### src/rtl/soc_clk_enable_gen.sv
// soc_clk_enable_gen
//   Bank of NUM_CH independent phase-accumulator clock-enable generators, all
//   running from refclk. Each channel emits a one-cycle ce strobe on every
//   accumulator overflow (rate f_ref*inc/2^ACC_W), a square wave that flips on
//   each strobe, and a lock flag once LOCK_CNT strobes have followed the last
//   increment change. Increment changes on a running channel are staged in a
//   shadow register and applied at the channel's next carry, so the phase is
//   never disturbed.

module soc_clk_enable_gen #(
    parameter int unsigned NUM_CH   = 4,   // 1..16
    parameter int unsigned ACC_W    = 32,  // 4..48
    parameter int unsigned CH_W     = 2,   // must cover clog2(NUM_CH)
    parameter int unsigned LOCK_CNT = 16   // 1..255
) (
    input  logic              refclk,
    input  logic              rst,
    input  logic              cfg_wr,
    input  logic [CH_W-1:0]   cfg_ch,
    input  logic [ACC_W-1:0]  cfg_inc,
    input  logic              cfg_en,
    input  logic              pause,
    output logic [NUM_CH-1:0] ce,
    output logic [NUM_CH-1:0] tog,
    output logic [NUM_CH-1:0] locked,
    output logic [NUM_CH-1:0] cfg_busy
);

    typedef enum logic [1:0] {
        CH_IDLE = 2'd0,  // disabled, accumulator parked at zero
        CH_RUN  = 2'd1,  // accumulating with the active increment
        CH_PEND = 2'd2   // accumulating, new increment waiting for a carry
    } ch_state_t;

    localparam logic [7:0] LOCK_TH = 8'(LOCK_CNT);

    for (genvar g = 0; g < NUM_CH; g++) begin : g_ch
        localparam logic [CH_W-1:0] CH_ID = CH_W'(g);

        ch_state_t        state_q, state_d;
        logic [ACC_W-1:0] acc_q, acc_d;
        logic [ACC_W-1:0] inc_q, inc_d;
        logic [ACC_W-1:0] shadow_q, shadow_d;
        logic [ACC_W:0]   sum;
        logic [7:0]       lock_q, lock_d;
        logic             ce_q, ce_d;
        logic             tog_q, tog_d;
        logic             locked_q;
        logic             busy_q;
        logic             wr_hit;
        logic             step;

        assign wr_hit = cfg_wr && (cfg_ch == CH_ID);
        assign step   = (state_q != CH_IDLE) && !pause;
        assign sum    = {1'b0, acc_q} + {1'b0, inc_q};

        // Next-state: config writes, accumulation, shadow apply and lock counting
        always_comb begin
            state_d  = state_q;
            acc_d    = acc_q;
            inc_d    = inc_q;
            shadow_d = shadow_q;
            tog_d    = tog_q;
            lock_d   = lock_q;
            ce_d     = 1'b0;

            if (wr_hit && !cfg_en) begin
                state_d  = CH_IDLE;
                acc_d    = '0;
                tog_d    = 1'b0;
                lock_d   = '0;
                shadow_d = '0;
            end else if (wr_hit && (state_q == CH_IDLE)) begin
                state_d = CH_RUN;
                inc_d   = cfg_inc;
                acc_d   = '0;
                tog_d   = 1'b0;
                lock_d  = '0;
            end else begin
                if (step) begin
                    acc_d = sum[ACC_W-1:0];
                    ce_d  = sum[ACC_W];
                    if (sum[ACC_W]) begin
                        tog_d = ~tog_q;
                        if (state_q == CH_PEND) begin
                            inc_d   = shadow_q;
                            state_d = CH_RUN;
                            lock_d  = '0;
                        end else if (lock_q != '1) begin
                            lock_d = lock_q + 8'd1;
                        end
                    end
                end
                // A write landing on a carry edge: the carry above has already
                // used (and possibly applied) the old values; the new increment
                // is staged afterwards and waits for the following carry.
                if (wr_hit) begin
                    shadow_d = cfg_inc;
                    state_d  = CH_PEND;
                end
            end
        end

        // Channel register bank; every output comes straight from a flop
        always_ff @(posedge refclk or posedge rst) begin
            if (rst) begin
                state_q  <= CH_IDLE;
                acc_q    <= '0;
                inc_q    <= '0;
                shadow_q <= '0;
                lock_q   <= '0;
                ce_q     <= 1'b0;
                tog_q    <= 1'b0;
                locked_q <= 1'b0;
                busy_q   <= 1'b0;
            end else begin
                state_q  <= state_d;
                acc_q    <= acc_d;
                inc_q    <= inc_d;
                shadow_q <= shadow_d;
                lock_q   <= lock_d;
                ce_q     <= ce_d;
                tog_q    <= tog_d;
                locked_q <= (lock_d >= LOCK_TH);
                busy_q   <= (state_d == CH_PEND);
            end
        end

        assign ce[g]       = ce_q;
        assign tog[g]      = tog_q;
        assign locked[g]   = locked_q;
        assign cfg_busy[g] = busy_q;
    end

endmodule

### config.mk
export PLATFORM = sky130hd
export DESIGN_NAME = soc_clk_enable_gen
export DESIGN_NICKNAME = d
export VERILOG_FILES = /design/src/rtl/soc_clk_enable_gen.sv
export SDC_FILE = /design/constraint.sdc
export NUM_CORES = 1
export LEC_CHECK = 0
export CELL_PAD_IN_SITES_DETAIL_PLACEMENT = 0
export CELL_PAD_IN_SITES_GLOBAL_PLACEMENT = 1
export CORE_MARGIN = 2
export CORE_UTILIZATION = 49
export CTS_CLUSTER_SIZE = 25
export DETAILED_ROUTE_END_ITERATION = 10
export GPL_ROUTABILITY_DRIVEN = 0
export GPL_TIMING_DRIVEN = 0
export PLACE_DENSITY_LB_ADDON = 0.2
export SLEW_MARGIN = 10
export SYNTH_ARGS = -nofsm -noshare
export SYNTH_HDL_FRONTEND = slang
export SYNTH_SLANG_ARGS = --single-unit
### constraint.sdc
create_clock -name refclk -period 17.2 [get_ports refclk]
set_clock_uncertainty 0.1 [all_clocks]
set_input_delay 3.44 -clock refclk [delete_from_list [all_inputs] [get_ports refclk]]
set_output_delay 3.44 -clock refclk [all_outputs]
set_load 0.1 [all_outputs]
; ---- Word-level counts from Yosys, hierarchy flattened
; Cells that the tools add are included.
[classes]
bitwise_logic = 8
n_mux = 116
n_mul = 0
n_shift = 0
magnitude_cmp = 4
reduce_logical = 63
n_addsub = 8
eq_ne = 19
n_div = 0
[op_table]
columns = operator, n
row1 = $mux W32, 40
row2 = $mux W8, 24
row3 = $add A32 B32 Y33, 4
row4 = $mux W2, 24
row5 = $reduce_bool A2 Y1, 20
row6 = $add A8 B1 Y8 const B, 4
row7 = $ge A8 B5 Y1 const B, 4
row8 = $ne A8 B8 Y1 const B, 4
row9 = $mux W1, 28
row10 = $reduce_bool A3 Y1, 8
row11 = $eq A2 B2 Y1 const B, 10
row12 = $logic_and A1 B1 Y1, 16
row13 = $reduce_and A2 Y1, 8
row14 = $reduce_and A4 Y1, 4
row15 = $logic_not A2 Y1, 5
row16 = $ne A2 B2 Y1 const B, 4
row17 = $not A1 Y1, 8
row18 = $eq A2 B1 Y1 const B, 1
row19 = $logic_not A1 Y1, 2
[word_totals]
memories = 0
elab_cells = 254
out_inout_bits = 16
latchBits = 0
input_bits = 39
register_bits = 440
mem_bits_ro = 0
mem_bits_rw = 0

; ---- Longest topological paths before layout
[logic_depth]
word_depth = 8
depth_mapped = 15

; ---- Least setup slack after synthesis
; Ideal clock, no wire load.
[synth_timing]
path_type = input-to-reg
from = in pause
to = reg g_ch[1].locked_q
arrival_ns = 5.260
path_stages = 9
slack_ns = 11.702
n_path_buf = 2
t_required_ns = 16.961
cell_sequence = clkbuf_1 > inv_1 > o21ai_1 > nor2_1 > o21a_1 > buf_6 > and3_1 > o221a_1 > or4_1
[synth_via]
elab_chain_len = 6
[synth_rtl]
columns = element, line
row1 = start: declaration, 22  ; input logic pause,
row2 = $logic_not A1 Y1, 54  ; assign step = (state_q != CH_IDLE) && !pause;
row3 = $logic_and A1 B1 Y1, 54
row4 = $mux W8, 80  ; if (step) begin
row5 = $mux W8, 73  ; end else if (wr_hit && (state_q == CH_IDLE)) begin
row6 = $mux W8, 67  ; if (wr_hit && !cfg_en) begin
row7 = via g_ch[1].lock_d[5], 45  ; logic [7:0] lock_q, lock_d;
row8 = $ge A8 B5 Y1, 124  ; locked_q <= (lock_d >= LOCK_TH);
row9 = end signal: assignment, 124
row10 = end: declaration, 48  ; logic locked_q;
; The timed path passes the listed nets, and every way through them passes these cells.
; A chain may end at the register's enable or synchronous reset.

; ---- Worst setup path in the final report
[layout_timing]
from = in cfg_en
to = reg g_ch[1].acc_q[30]
[layout_via]
elab_chain_len = 3
[layout_rtl]
columns = element, line
row1 = start: declaration, 21  ; input logic cfg_en,
row2 = $logic_not A1 Y1 (*), 67
row3 = $logic_and A1 B1 Y1 (*), 67
row4 = $reduce_bool A3 Y1 (no source line) / $mux W32 (equally long branches), n/a
row5 = end signal: assignment, 108  ; acc_q <= '0;
row6 = end signal: assignment, 118  ; acc_q <= acc_d;
row7 = end: declaration, 41  ; logic [ACC_W-1:0] acc_q, acc_d;
; Mark *: on every way between the ends. The rest lies on a longest branch, timed or not.

==> impl_metrics.toml <==
[status]
status = "completed"

[placed_design]
dp_slack_ns = 10.29
numPortBuffers = 20
hpwl_um = 46900
dpl.cell_count = 3350

[finish]
final_util_pct = 55.6
stdcell_count = 3445
syn_to_final_growth_pct = 11.8
drive_gt1_share_pct = 5.00
final_nets = 2913

[sta]
fmax_mhz = 157
hold_viol = 0
maxSlewViolCount = 0
tightestPinTransition_ns = 1.09
whs_ns = 0.382
relSlewSlack_pct = 26.6
setup_ws_ns = 10.84
finalCritPeriodShare_pct = 37.0
setup_viol_count_final = 0
rsz0062_at_grt = "no"
setup_tns_ns = 0
period_needed_ns = 6.36

[logic_synthesis]
syn_inst = 2662
yosysSeqAreaShare_pct = 45.2
synth_area_um2 = 24300
synth_nets = 2837
async_reset_ff_share_pct = 100
yosys_register_bits = 440
synth-edff-count = 0
syn_area_per_cell_um2 = 9.15
yosys_warnings = 0
synthFlopType = "dfrtp_1"
netlist-cell-type-count = 83

[die]
die_area_um2 = 51500
ios = 55
die_w_um = 227
row_count = 81
dieHeight_um = 227
start_util_pct = 49.7
core_um2 = 49000

[critical_path]
worstPathArrival_ns = 6.75
cp_max_fo = 10
slowest_stage = "nor2_1"
critPathLaunchType = "input pin"
worstPathRequired_ns = 17.59
crit_path_end_kind = "flop"
path_class = "input pin to flop"
worst_path_most_repeated_cell = "nand2_1"
cpPeakStageDelay_ns = 0.82
crit_chain = "clkbuf_1 > inv_1 > nand2_1 > nand2_1 > nor2_1 > clkbuf_1 > nand2_1 > o31ai_1"

[power_and_ir_drop]
leakage_nw = 12.7
power_density_nw_per_um2 = 189
worst_ir_drop_vdd_mv = 0.0801

[detailed_routing]
vias = 20000
ant_nets = 0
wirelength_um = 65500
drt_iter0_drc = 1352
drc = 0
vias_per_cell = 5.80
wl_per_cell_um = 19.0
drtPass1Iterations = 5

[clocking]
cts.reportedPaths.clkPinSlew_ns = 0.06
cts_max_level = 2
worstSkewPairLatency_ns = 0.60
cts_tree = "built"
ctsResizeCount = 0
clock_sinks = 440
postCtsSetupBuffers = 0
holdBufCountCts = 0
cts-root-buf = "clkbuf_16"
clockBufferDepth = 3
cts_inserted_buffers = 50

[global_routing]
grt_max_degree = 107
grt_pass1_wl_um = 106000
grt_util_all_layers_pct = 25.9
grt_use_met1_pct = 36.5
met3_usage_pct = 3.30
grt_pass1_vias = 19500
met2_usage_pct = 41.6
gr-total-overflow = 0
grt_busiest_layer = "met2"
antenna_found_initial = 3

[job]
cap_violations = 0

[worst_hold_path]
hp-class = "flop to flop"
synthesized netlist by cell type (19+ instances only):
master,n,area (um2)
clkbuf_1,138,518
nand2_1,506,1900
ha_1,132,1650
mux2i_1,70,701
nor3_1,20,100
inv_1,50,188
nand3_1,32,160
o22ai_1,36,225
nand2b_1,19,119
a31oi_1,51,319
o21ai_0,268,1340
a2bb2oi_1,31,272
o21ai_1,53,265
a211oi_1,27,203
dfrtp_1,440,11000
nor2b_1,22,138
and3_1,23,144
xnor2_1,61,534
a21oi_1,135,676
a21o_1,42,315
a22o_1,67,587
xor2_1,58,508
nor2_1,136,510
layout by cell type, fill, tap and decap left out, types with 7 or more instances in the layout:
master           Yosys  routed
buf_2               15      15
a2bb2oi_1           31      31
a31o_2               7       7
ha_1               132     132
a21o_1              42      42
nor2_1             136     136
clkdlybuf4s50_1      0      20
o211ai_1            13      13
o21a_1              15      15
a32o_1               8       8
o22ai_1             36      36
nand3_1             32      32
dfrtp_1            440     440
nand2b_1            19      19
buf_4               16      16
clkbuf_8             0      12
xor2_1              58      58
o21ai_1             53      53
clkbuf_1           138     150
nand2_1            506     506
a211oi_1            27      27
xnor2_1             61      61
nor3_1              20      20
a21oi_1            135     135
clkbuf_16            0      53
o31ai_1             17      17
a31oi_1             51      51
clkinv_2             0       9
o21bai_1            11      11
o21ai_0            268     268
nand4_1             14      14
inv_1               50      49
or3_1                8       8
and3_1              23      23
mux2i_1             70      70
a211o_1              7       7
and2_1              12      12
a22o_1              67      67
nor2b_1             22      22
path summary, 6_finish.rpt:
| kind | from | to | slack (ns) | depth (start not counted) |
|---|---|---|---|---|
| setup / recovery | cfg_en | g_ch[1].acc_q[30] | 10.84 | 8 |
| hold / removal | g_ch[2].shadow_q[27] | g_ch[2].shadow_q[27] | 0.38 | 2 |
| min in group asynchronous | rst | g_ch[0].acc_q[13] | 3.21 | 2 |
| max in group asynchronous | rst | g_ch[2].ce_q | 12.05 | 5 |
| hold reg to reg | g_ch[2].shadow_q[27] | g_ch[2].shadow_q[27] | 0.38 | 2 |
| setup reg to reg | g_ch[1].inc_q[0] | g_ch[1].inc_q[21] | 12.92 | 15 |
layout make-up:
type | count | area (um2)
Clock inverter | 15 | 180
Tap cell | 664 | 831
Fill cell | 4411 | 21700
Sequential cell | 440 | 11000
Timing Repair Buffer | 24 | 310
Inverter | 50 | 195
Antenna cell | 3 | 7.51
Multi-Input combinational cell | 2001 | 12400
Clock buffer | 77 | 1540
Buffer | 171 | 728
where the power goes:
group          switching (mW)  total [mW]  internal, mW
Sequential              0.256        1.66          1.40
Combinational            1.38        2.37         0.984
Clock                   0.446        1.12         0.672
metrics by stage:
stage | area [um2] | power, mW
after floorplan | 24300 | 3.47
after global placement | 25400 | 3.94
after detailed placement | 25500 | 4.01
after CTS | 27200 | 5.15
after global routing | 27200 | 5.54
final | 27200 | 5.14
flip-flops by register name, summed over array words and instances, names as in the netlist:
signal / flops
g_ch.inc_q: 128
g_ch.busy_q: 4
g_ch.locked_q: 4
g_ch.state_q: 8
g_ch.lock_q: 32
g_ch.shadow_q: 128
g_ch.acc_q: 128
g_ch.ce_q: 4
g_ch.tog_q: 4
worst max-delay path, delay by kind of cell:
family	cells	cell delay [ns]
AO/OA/AOI/OAI	1	0.08
buffers and inverters	3	1.56
AND/OR/NAND/NOR	4	1.64
routing by layer:
metal,wire length (um),share of wire [%]
met5,0,0
met1,31000,47
met4,1770,2.7
met3,2500,3.8
met2,30200,46
cell families (layout without fill, tap and decap cells):
group	after synthesis	count (layout)	synth area share, %
adder cells (fa/ha/maj)	136	136	7.11
buffers and inverters	221	337	3.76
XOR/XNOR	119	119	4.28
flip-flops	440	440	45.2
AO/OA/AOI/OAI	847	847	22.1
other	0	3	0
AND/OR/NAND/NOR	829	829	14.7
multiplexers	70	70	2.88
Note: power is estimated with default switching activity, not from simulation.
